File: src/rtl/mips_fetch_pkg.sv
// Shared definitions for the MIPS instruction-fetch unit: state encoding and
// architectural constants used by the fetch unit, the CPU top and benches.
package mips_fetch_pkg;

  typedef enum logic [1:0] {
    RUN    = 2'd0,
    DELAY  = 2'd1,
    HALTED = 2'd2
  } fetch_state_t;

  localparam logic [31:0] MIPS_RESET_VECTOR = 32'hBFC0_0000;
  localparam logic [31:0] MIPS_HALT_ADDR    = 32'h0000_0000;
  localparam logic [31:0] INSTR_BYTES       = 32'd4;

endpackage

File: src/rtl/mips_fetch_unit_if.sv
// Combinational instruction-RAM read port: fetch drives the address, RAM
// returns the word in the same cycle.
interface mips_fetch_unit_if;

  logic [31:0] instr_address;
  logic [31:0] instr_readdata;

  modport master (
    output instr_address,
    input  instr_readdata
  );

  modport slave (
    input  instr_address,
    output instr_readdata
  );

endinterface

File: src/rtl/mips_fetch_unit.sv
// MIPS fetch front end: PC, one-slot branch delay, halt on jump to HALT_ADDR.
// Optional misaligned-target trap enabled by defining MIPS_FETCH_ALIGN_CHECK_EN.
module mips_fetch_unit
  import mips_fetch_pkg::*;
#(
  parameter logic [31:0] RESET_VECTOR = MIPS_RESET_VECTOR,
  parameter logic [31:0] HALT_ADDR    = MIPS_HALT_ADDR
) (
  input  logic                     clk,
  input  logic                     reset,
  input  logic                     clk_enable,
  mips_fetch_unit_if.master        bus,
  output logic [31:0]              instr,
  output logic                     instr_valid,
  output logic [31:0]              pc,
  output logic [31:0]              link_addr,
  input  logic                     redirect,
  input  logic [31:0]              redirect_target,
  output logic                     active,
  output logic [31:0]              fetch_count,
  output logic                     fetch_fault
);

  fetch_state_t state_q, state_d;
  logic [31:0]  pc_q, pc_d;
  logic [31:0]  target_q, target_d;
  logic [31:0]  count_q, count_d;
`ifdef MIPS_FETCH_ALIGN_CHECK_EN
  logic         fault_q, fault_d;
`endif

  always_comb begin
    // NOTE: every _d defaults to its _q first so no path can infer a latch.
    state_d  = state_q;
    pc_d     = pc_q;
    target_d = target_q;
    count_d  = count_q;
`ifdef MIPS_FETCH_ALIGN_CHECK_EN
    fault_d  = fault_q;
`endif

    if (clk_enable) begin
      unique case (state_q)
        RUN: begin
          pc_d    = pc_q + INSTR_BYTES;
          count_d = count_q + 32'd1;
          if (redirect) begin
`ifdef MIPS_FETCH_ALIGN_CHECK_EN
            target_d = redirect_target;
`else
            target_d = {redirect_target[31:2], 2'b00};
`endif
            state_d  = DELAY;
          end
        end

        // Delay slot is issuing; any redirect it raises is dropped.
        DELAY: begin
          count_d = count_q + 32'd1;
`ifdef MIPS_FETCH_ALIGN_CHECK_EN
          if (target_q[1:0] != 2'b00) begin
            pc_d    = pc_q + INSTR_BYTES;
            fault_d = 1'b1;
            state_d = HALTED;
          end else begin
            pc_d    = target_q;
            state_d = (target_q == HALT_ADDR) ? HALTED : RUN;
          end
`else
          pc_d    = target_q;
          state_d = (target_q == HALT_ADDR) ? HALTED : RUN;
`endif
        end

        default: ; // HALTED: hold until reset
      endcase
    end
  end

  // NOTE: sequential state uses non-blocking assignments so all flops update
  // from the same pre-edge values.
  always_ff @(posedge clk) begin
    if (reset) begin
      state_q  <= RUN;
      pc_q     <= RESET_VECTOR;
      target_q <= '0;
      count_q  <= '0;
`ifdef MIPS_FETCH_ALIGN_CHECK_EN
      fault_q  <= 1'b0;
`endif
    end else begin
      state_q  <= state_d;
      pc_q     <= pc_d;
      target_q <= target_d;
      count_q  <= count_d;
`ifdef MIPS_FETCH_ALIGN_CHECK_EN
      fault_q  <= fault_d;
`endif
    end
  end

  // Outputs depend on registers only, except the instruction pass-through.
  assign bus.instr_address = pc_q;
  assign pc                = pc_q;
  assign link_addr         = pc_q + 32'd8;
  assign instr             = bus.instr_readdata;
  assign active            = (state_q != HALTED);
  assign instr_valid       = active;
  assign fetch_count       = count_q;
`ifdef MIPS_FETCH_ALIGN_CHECK_EN
  assign fetch_fault       = fault_q;
`else
  assign fetch_fault       = 1'b0;
`endif

endmodule
File: src/flat_wrapper.sv
// flat-port wrapper written by rule: the top's interface ports become plain ports
module mips_fetch_unit_flat import mips_fetch_pkg::*;
#(
  parameter logic [31:0] RESET_VECTOR = MIPS_RESET_VECTOR,
  parameter logic [31:0] HALT_ADDR    = MIPS_HALT_ADDR
)
  (clk, reset, clk_enable, instr, instr_valid, pc, link_addr, redirect, redirect_target, active, fetch_count, fetch_fault, bus_instr_address, bus_instr_readdata);
  mips_fetch_unit_if bus_i ();
  input  logic clk;
  input  logic reset;
  input  logic clk_enable;
  output logic [31:0] instr;
  output logic instr_valid;
  output logic [31:0] pc;
  output logic [31:0] link_addr;
  input  logic redirect;
  input  logic [31:0] redirect_target;
  output logic active;
  output logic [31:0] fetch_count;
  output logic fetch_fault;
  output wire logic [$bits(bus_i.instr_address)-1:0] bus_instr_address;
  input wire logic [$bits(bus_i.instr_readdata)-1:0] bus_instr_readdata;
  assign bus_instr_address = bus_i.instr_address;
  assign bus_i.instr_readdata = bus_instr_readdata;
  mips_fetch_unit #(.RESET_VECTOR(RESET_VECTOR), .HALT_ADDR(HALT_ADDR)) u_core (.clk(clk), .reset(reset), .clk_enable(clk_enable), .bus(bus_i), .instr(instr), .instr_valid(instr_valid), .pc(pc), .link_addr(link_addr), .redirect(redirect), .redirect_target(redirect_target), .active(active), .fetch_count(fetch_count), .fetch_fault(fetch_fault));
endmodule
File: config.mk
export PLATFORM = sky130hd
export DESIGN_NAME = mips_fetch_unit_flat
export DESIGN_NICKNAME = d
export VERILOG_FILES = /design/src/rtl/mips_fetch_pkg.sv /design/src/rtl/mips_fetch_unit_if.sv /design/src/rtl/mips_fetch_unit.sv /design/src/flat_wrapper.sv
export SDC_FILE = /design/constraint.sdc
export NUM_CORES = 1
export LEC_CHECK = 0
export CAP_MARGIN = 10
export CORE_MARGIN = 5
export CORE_UTILIZATION = 39
export CTS_BUF_LIST = sky130_fd_sc_hd__clkbuf_8
export DETAILED_ROUTE_END_ITERATION = 10
export GPL_TIMING_DRIVEN = 0
export PLACE_DENSITY = 0.74
export SKIP_LAST_GASP = 1
export SYNTH_ARGS = -nofsm -noshare
export SYNTH_HDL_FRONTEND = slang
export SYNTH_SLANG_ARGS = --single-unit
File: constraint.sdc
create_clock -name clk -period 2 [get_ports clk]
set_clock_uncertainty 0.05 [all_clocks]
set_input_delay 0.3 -clock clk [delete_from_list [all_inputs] [get_ports clk]]
set_output_delay 0.3 -clock clk [all_outputs]
set_load 0.05 [all_outputs]
### Yosys cells after proc, flatten, opt, wreduce, memory -nomap -nowiden

Index checks and enable logic that the tools add are counted.

* bits in registers: 96
* input bits: 68
* output and inout bits: 163
* word-level logic and storage cells: 22

* add/sub/neg operators: 3
* eq/ne operators: 3
* mux-type cells: 4
* reductions and logical operators: 8

Operator list (count)
* $pmux W32 S2: 1
* $add A32 B1 Y32 const B: 1
* $add A32 B3 Y32 const B: 1
* $add A32 B4 Y32 const B: 1
* $logic_not A32 Y1: 1
* $reduce_and A3 Y1: 2
* $mux W2: 2
* $ne A2 B2 Y1 const B: 2
* $pmux W2 S2: 1
* $reduce_and A2 Y1: 2
* $eq A2 B1 Y1 const B: 1
* $logic_not A2 Y1: 1
* $reduce_bool A2 Y1: 1
* $reduce_or A2 Y1: 1

### Depth between registers and ports, before layout

Gate-level depths: netlist (run 1).

* word-level depth: 3
* gate-level depth with buffers: 7
* depth with buffers taken out: 6

### Worst setup path after synthesis (run 1)

OpenSTA, ideal clock, no wires.

* path type: flip-flop to output port
* start point: register u_core.pc_q[4] (netlist: u_core.bus.instr_address[4])
* end point: output link_addr[23]
* data arrival time: 2.846 ns
* data required time: 1.650 ns
* setup slack: -1.196 ns
* cell stages (with the launch flop): 6
* buffers on the path: 0
* path through: dfxtp_1 -> ha_1 -> inv_1 -> or4_4 -> nor4_4 -> xor2_1

* cells in the longest elaborated chain, start to end: 1

Ends and longest elaborated chain
* start: declaration: RTL line mips_fetch_unit.sv:25 `logic [31:0] pc_q, pc_d;`
* start signal: assignment: RTL line mips_fetch_unit.sv:93 `pc_q <= pc_d;`
* $add A32 B4 Y32: RTL line mips_fetch_unit.sv:105 `assign link_addr = pc_q + 32'd8;`
* end: declaration: RTL line flat_wrapper.sv:15 `output logic [31:0] link_addr;`

No other way between the ends.

### Worst setup path after layout (run 1)

* start point: register u_core.pc_q[9] (netlist: u_core.bus.instr_address[9])
* end point: output link_addr[27]

Same word-level chain as after synthesis.

==> insert_results.sql, run 1 <==
INSERT INTO impl_metrics (metric_group, metric, value, unit) VALUES
('critical_path', 'critical_path.slowest_cell', 'dfxtp_4', ''),
('critical_path', 'critPathMostFrequentCell', 'buf_4', ''),
('final_layout', 'postLayoutCoreUtil', '0.6783', ''),
('synthesis', 'netlist-cell-type-count', '69', ''),
('critical_path', 'path_cells', 'buf_8 -> nand4_1 -> buf_4 -> nor4_4 -> buf_4 -> and2_4 -> nand2_1 -> xnor2_4 -> buf_6', ''),
('synthesis', 'synthXorXnorAreaFrac', '0.08608', ''),
('place', 'detailed_place_hpwl', '14.38', 'mm'),
('clock_network', 'tritoncts', 'built', ''),
('timing', 'timing_hold_violations_final', '0', ''),
('clock_network', 'cts.hold.buffers_added', '0', ''),
('routing', 'detail_routed_via_count_per_cell', '5.424', ''),
('final_layout', 'nNetsFinal', '1094', ''),
('critical_path', 'worst_r2r_startpoint', 'u_core.bus.instr_address[9]', ''),
('run_status', 'run_status', 'finished, violations left', ''),
('grt', 'grt_overflow', '0', ''),
('synthesis', 'synth_edf_count', '0', ''),
('routing', 'drt_first_pass_iters', '5', ''),
('min_path', 'holdPathEnd', 'u_core.target_q[17]', ''),
('floorplanning', 'initial_core_utilization', '0.3950', ''),
('final_layout', 'area_growth_syn_to_layout', '71.72', '%'),
('critical_path', 'maximum_cell_stage_delay_along_the_critical_path', '370', 'ps'),
('critical_path', 'reg2reg_to', 'u_core.bus.instr_address[17]', ''),
('synthesis', 'synth_largest_area_cell', 'dfxtp_1', ''),
('synthesis', 'async_reset_ff_frac', '0', ''),
('clock_network', 'cts_inserted_buffers', '9', ''),
('critical_path', 'critical_path_required', '1650', 'ps'),
('clock_network', 'clk_transition_reported_paths', '110', 'ps'),
('run_status', 'violations', 'negative setup slack', ''),
('grt', 'first_pass_grt_wire_length', '31.60', 'mm'),
('critical_path', 'worst_ep_arrival_time', '2300', 'ps'),
('pwr', 'cell_int_power', '3.043', 'mW'),
('grt', 'maximum_number_of_pins_on_one_net_before_global_route_repair', '19', ''),
('final_layout', 'fraction_of_layout_instances_using_a_drive_strength_above_1', '0.3531', ''),
('pwr', 'irDropWorstVdd', '0.0002884', 'V'),
('synthesis', 'synth-simple-area-share', '0.2938', ''),
('timing', 'post-route-min-period', '2649', 'ps'),
('critical_path', 'criticalPathCategory', 'reg -> out', ''),
('run', 'count_of_maximum_capacitance_violations', '0', ''),
('routing', 'num_vias', '6574', ''),
('final_layout', 'fillers', '1175', ''),
('synthesis', 'yosysTopAreaCellShare', '0.3303', ''),
('grt', 'first_global_vias', '6154', ''),
('timing', 'max-slew-margin-rel', '0.5747', ''),
('floorplanning', 'placeableCoreArea', '14420', 'um2'),
('synthesis', 'postSynthRegisterBits', '94', ''),
('critical_path', 'count_of_cells_along_the_worst_register_to_register_path', '10', ''),
('routing', 'drt-initial-drc-count', '711', ''),
('routing', 'detail_route.wl_per_cell', '17.93', 'um'),
('pwr', 'power.net_switching', '1.896', 'mW'),
('timing', 'rsz_0062_raised_after_global_routing', 'true', ''),
('timing', 'finalSetupViolations', '41', ''),
('synthesis', 'total_of_warnings_raised_by_yosys', '0', ''),
('grt', 'number_of_antenna_violations_at_the_first_check_in_global_routing', '0', ''),
('pwr', 'p_comb_frac', '0.328', ''),
('floorplanning', 'top_level_ports', '231', ''),
('synthesis', 'most_area_consuming_cells_after_synthesis', 'dfxtp_1, buf_4, nand2_1', ''),
('critical_path', 'crit_path_start_kind', 'flip-flop', ''),
('place', 'routabilityCongestion', '0.9000', ''),
('synthesis', 'synth.yosys.seq_area_share', '0.3303', ''),
('pwr', 'leakage_dissipation', '4.610', 'nW'),
('timing', 'setup_ws', '-649.4', 'ps'),
('final_layout', 'insertedDiodeCount', '0', ''),
('timing', 'period_share', '1.325', ''),
('routing', 'post-route-drc-count', '0', ''),
('synthesis', 'synth_area', '5698', 'um2'),
('critical_path', 'r2r_slack', '-410', 'ps'),
('final_layout', 'final-instance-count-excl-fill', '1212', ''),
('min_path', 'timing.hold.worst.class', 'in -> reg', ''),
('timing', 'worstMarginPinSlew', '638.0', 'ps'),
('pwr', 'p_total', '4.939', 'mW'),
('clock_network', 'ctsRootBufferMaster', 'clkbuf_8', '');
==> cell usage in the layout, fill, tap and decap left out, drive strengths merged, types with 5 or more instances in the layout <==
cell type / n
and3: 11
and2: 5
o22ai: 8
a21oi: 54
dlygate4sd2: 33
clkdlybuf4s50: 92
and4: 6
nor2: 62
xnor2: 29
nor4: 24
dlymetal6s2s: 32
nand3: 26
nor3: 28
a211oi: 6
clkbuf: 40
buf: 208
o21ai: 18
inv: 15
nand4: 34
or3: 5
dfxtp: 94
conb: 7
xor2: 27
nand2: 107
==> tightest hold or removal path, stage by stage <==
cell,delay (ps)
clkdlybuf4s50_1,390
nand2_1,50
a21oi_1,50
==> power groups by stage <==
stage	combinational (mW)	clock [mW]	sequential [mW]
global placement	1.51	0	2.09
detailed placement	1.52	0	2.10
global route	1.69	1.35	2.06
CTS	1.57	1.28	2.05
finish	1.62	1.27	2.05
floorplan	0.926	0	2.20
==> stage by stage <==
| step | setup TNS [ps] | hold slack, ps | instance area [um2] |
|---|---|---|---|
| finish | -13100 | 409.1 | 9784 |
| global route | -16460 | 415.2 | 9784 |
| CTS | -12110 | 395.1 | 9294 |
| detailed placement | -42000 | 411.7 | 8328 |
| global placement | -38820 | 400.6 | 8328 |
| floorplan | -4297 | 386.0 | 6206 |
==> worst max path at each step <==
stage	from	endpoint	depth (start not counted)
floorplan	u_core.bus.instr_address[6]	link_addr[23]	5
global placement	u_core.bus.instr_address[4]	link_addr[29]	7
detailed placement	u_core.bus.instr_address[4]	link_addr[29]	7
CTS	u_core.bus.instr_address[6]	link_addr[23]	7
global route	u_core.bus.instr_address[10]	link_addr[27]	9
finish	u_core.bus.instr_address[9]	link_addr[27]	9
==> area by class of cell <==
cell class,count,area [um2],area share
inverters,12,50.05,0.005115
plain buffers,116,895.9,0.09156
flip-flops and latches,94,1977,0.2020
clock inverters,7,65.06,0.006650
multi-input cells,508,3696,0.3777
clock buffers,9,123.9,0.01266
well taps,184,230.2,0.02353
repair buffers,282,2746,0.2807
==> flip-flops by register name, indices dropped and copies added (netlist names) <==
name	flops
u_core.target_q	30
u_core.fetch_count	32
u_core.state_q	2
u_core.bus.instr_address	30
==> routing by layer <==
layer  GRT usage  part of all wire  up-vias
met5           0                 0        -
met4     0.09014             0.038        0
met3     0.07358              0.12       85
met2      0.3828              0.48      405
met1      0.2778              0.37     3029
li1            -                 -     3055
==> what timing repair did <==
| action | in CTS | in global routing |
|---|---|---|
| pin swaps | 32 | 36 |
| buffers inserted | 70 | 33 |
| setup endpoints to repair | 98 | 128 |
| resized for setup | 299 | 115 |
==> cells in the mapped netlist (3+ instances only) <==
| cell type | n |
|---|---|
| nand2_1 | 107 |
| dfxtp_1 | 94 |
| buf_4 | 71 |
| nor2_1 | 62 |
| a21oi_1 | 54 |
| nand4_1 | 31 |
| xnor2_1 | 29 |
| xor2_1 | 27 |
| nand3_1 | 26 |
| nor3_1 | 26 |
| clkbuf_1 | 23 |
| nor4_1 | 21 |
| o21ai_0 | 17 |
| and3_1 | 11 |
| inv_1 | 11 |
| o22ai_1 | 8 |
| a211oi_1 | 6 |
| buf_6 | 6 |
| clkbuf_8 | 6 |
| and4_1 | 5 |
| or3_1 | 5 |
| and2_1 | 4 |
| buf_2 | 4 |
| nand2b_1 | 4 |
| nor4b_1 | 4 |
| o31ai_1 | 4 |
| a31oi_1 | 3 |
| ha_1 | 3 |
| nor2b_1 | 3 |
==> cell families after synthesis <==
logic type / Yosys count
xor+xnor: 56
other cells: 1
mux: 2
fa+ha+maj: 3
buf+inv: 131
simple gates: 327
flops: 94
compound gates: 113
(Power assumes the default switching activity.)
==> run 2, diff against run 1 <==
- CORE_MARGIN: 5 -> 3
- GPL_ROUTABILITY_DRIVEN: unset -> 0
==> run 2 against run 1 <==
Compared with the run above: the run ends with design-rule violations, negative setup slack left; core utilization decreased by 0.89 points; hold slack improved by 1.9 ps; die area is 6.0% lower; flip-flop and latch count did not move; setup slack better by 61 ps; non-clock buffer count fell by 34; critical path depth did not move; maximum frequency is 2.3% higher; wire length down 6.6%; total power rose by 1.4%; sequential power about the same; critical endpoint is now link_addr[31]; highest routed layer unchanged.
==> insert_results.sql, run 2 (synthesis gave the netlist of run 1 again) <==
INSERT INTO impl_metrics (metric_group, metric, value, unit) VALUES
('min_path', 'timing.hold.worst.class', 'in -> reg', ''),
('routing', 'post-route-drc-count', '1', ''),
('critical_path', 'worst_ep_arrival_time', '2240', 'ps'),
('final_layout', 'postLayoutCoreUtil', '0.6694', ''),
('timing', 'max_freq', '0.3863', 'GHz'),
('critical_path', 'worst-path-max-fanout', '4', ''),
('routing', 'detail_routed_via_count_per_cell', '5.429', ''),
('run', 'count_of_maximum_capacitance_violations', '0', ''),
('routing', 'antenna_left', '0', ''),
('pwr', 'irDropWorstVdd', '0.0004115', 'V'),
('clock_network', 'cts_max_path_buffers', '2', ''),
('floorplanning', 'placeableCoreArea', '14100', 'um2'),
('critical_path', 'critical_path.slowest_cell', 'nor4_4', ''),
('floorplanning', 'chipWidth', '126.9', 'um'),
('clock_network', 'clk_transition_reported_paths', '100', 'ps'),
('floorplanning', 'initial_core_utilization', '0.4042', ''),
('clock_network', 'cts_sinks', '94', ''),
('grt', 'number_of_antenna_violations_at_the_first_check_in_global_routing', '0', ''),
('pwr', 'p_seq_frac', '0.411', ''),
('routing', 'drt_first_pass_iters', '8', ''),
('final_layout', 'insertedDiodeCount', '0', ''),
('floorplanning', 'fp.dieH', '126.9', 'um'),
('place', 'placement.setup.worst_slack', '-1263', 'ps'),
('final_layout', 'largest_register_ffs', '32', ''),
('routing', 'detail_route.wl_per_cell', '17.29', 'um'),
('final_layout', 'nNetsFinal', '1060', ''),
('timing', 'slew_violations', '0', ''),
('grt', 'maximum_number_of_pins_on_one_net_before_global_route_repair', '19', ''),
('clock_network', 'tritoncts', 'built', ''),
('clock_network', 'cts_inserted_buffers', '9', ''),
('place', 'detailed_place.area', '8323', 'um2'),
('run_status', 'run_status', 'finished, violations left', ''),
('timing', 'post-route-min-period', '2589', 'ps'),
('final_layout', 'layout.cells.most_common', 'buf_4', ''),
('floorplanning', 'floorplan.rows', '43', ''),
('critical_path', 'critical_path_required', '1650', 'ps'),
('critical_path', 'crit_path_start_kind', 'flip-flop', ''),
('final_layout', 'layout_common_cells', 'buf_4, nand2_1, clkdlybuf4s50_1', ''),
('final_layout', 'layout.cell_area.non_filler', '9437', 'um2'),
('critical_path', 'count_of_cells_along_the_worst_register_to_register_path', '12', ''),
('clock_network', 'ctsRootBufferMaster', 'clkbuf_8', ''),
('critical_path', 'timing.critical_path.buf_inv', '5', ''),
('pwr', 'power.density_cell_area', '531.0', 'nW/um2'),
('timing', 'finalSetupTns', '-10690', 'ps'),
('routing', 'route.final.wire_length', '20.30', 'mm'),
('timing', 'setup_ws', '-588.7', 'ps'),
('pwr', 'p_comb_frac', '0.316', ''),
('critical_path', 'path_cells', 'buf_8 -> nand4_1 -> buf_4 -> nor4_4 -> buf_4 -> buf_6 -> nand2_4 -> xnor2_4 -> buf_6', ''),
('clock_network', 'insertion_delay', '370', 'ps'),
('routing', 'num_vias', '6374', ''),
('timing', 'max-slew-margin-rel', '0.5751', ''),
('critical_path', 'critical_path.top_delay_family', 'buffers and inverters', ''),
('timing', 'rsz_0062_raised_after_global_routing', 'true', ''),
('place', 'detailed_place_hpwl', '13.99', 'mm'),
('clock_network', 'cts_max_level', '3', ''),
('final_layout', 'area_growth_syn_to_layout', '65.61', '%'),
('timing', 'worstMarginPinSlew', '637.4', 'ps'),
('run_status', 'violations', 'design-rule violations, negative setup slack', ''),
('min_path', 'worst_hold_path.num_cells', '3', ''),
('grt', 'first_pass_grt_wire_length', '31.15', 'mm'),
('floorplanning', 'die-area', '16100', 'um2'),
('grt', 'first_global_vias', '6093', ''),
('timing', 'timing_hold_violations_final', '0', ''),
('timing', 'period_share', '1.294', ''),
('pwr', 'share_clk_of_total_power', '0.273', ''),
('critical_path', 'criticalPathCategory', 'reg -> out', ''),
('critical_path', 'cp_num_cells', '9', ''),
('pwr', 'power.share.switching', '0.3727', ''),
('pwr', 'leakage_dissipation', '4.389', 'nW'),
('floorplanning', 'top_level_ports', '231', ''),
('routing', 'drt-initial-drc-count', '564', ''),
('grt', 'grt_overflow', '0', ''),
('pwr', 'power.net_switching', '1.867', 'mW'),
('final_layout', 'fraction_of_layout_instances_using_a_drive_strength_above_1', '0.3290', ''),
('place', 'io_buffer_count', '189', ''),
('critical_path', 'crit_path_end_kind', 'primary output', ''),
('timing', 'finalSetupViolations', '35', ''),
('pwr', 'cell_int_power', '3.143', 'mW'),
('grt', 'grtUsageTotal', '0.2350', ''),
('critical_path', 'maximum_cell_stage_delay_along_the_critical_path', '380', 'ps');
-- run 2: changes by cell type in the layout (fill, tap and decap cells not counted), moves of 4 or more --
cell	delta
dlygate4sd2_1	+4
dlymetal6s2s_1	-4
buf_6	-10
buf_4	-24
-- run 2: path summary, 6_finish.rpt --
path	start	slack, ps	end
hold / removal	redirect_target[28]	410	u_core.target_q[28]
setup / recovery	u_core.bus.instr_address[10]	-590	link_addr[31]
setup reg to reg	u_core.bus.instr_address[10]	-410	u_core.bus.instr_address[27]
hold reg to reg	u_core.target_q[12]	420	u_core.target_q[12]
-- run 2: layout make-up --
| type | instances | area, um2 |
|---|---|---|
| Tap cell | 180 | 225.2 |
| Clock buffer | 9 | 123.9 |
| Buffer | 117 | 909.6 |
| Timing Repair Buffer | 247 | 2416 |
| Fill cell | 1200 | 4659 |
| Clock inverter | 7 | 88.84 |
| Inverter | 12 | 50.05 |
| Sequential cell | 94 | 1974 |
| Multi-Input combinational cell | 508 | 3649 |
-- run 2: repair_timing --
action / in CTS / in global routing
hold endpoints to repair: 0 / 0
resized for setup: 269 / 117
setup buffers: 41 / 17
hold buffers: 0 / 0
endpoints found under the setup margin: 99 / 118
pin swaps: 25 / 29
-- run 2: worst reg2reg max path, cell delays in order (launching register included) --
cell and delay (ps):
dfxtp_4 370, buf_8 110, nand4_1 110, buf_4 170, nor4_4 380, buf_4 200
buf_6 120, buf_4 110, buf_6 80, buf_6 90, nand4_1 130, nor4b_2 310
a211oi_2 80
-- run 2: per-stage QoR --
stage          cells  power (mW)  hold slack (ps)
2_1_floorplan    733       3.131            386.0
6_report        1174       5.010            411.0
3_3_place_gp    1102       3.599            399.9
4_1_cts         1159       4.991            392.9
5_1_grt         1174       5.193            407.9
3_5_place_dp    1102       3.611            413.2
-- run 2: power by group through the flow --
stage	clock network, mW	registers, mW	logic (mW)
global route	1.47	2.07	1.66
finish	1.37	2.06	1.58
floorplan	0	2.20	0.926
CTS	1.40	2.05	1.54
global placement	0	2.09	1.50
detailed placement	0	2.10	1.51
-- run 2: per-layer routing --
metal,global-route usage,vias up,wire length [um]
met5,0,-,0
met4,0.09590,0,743
met3,0.07074,72,2309
met2,0.3861,395,9606
met1,0.2874,2914,7636
li1,-,2993,-
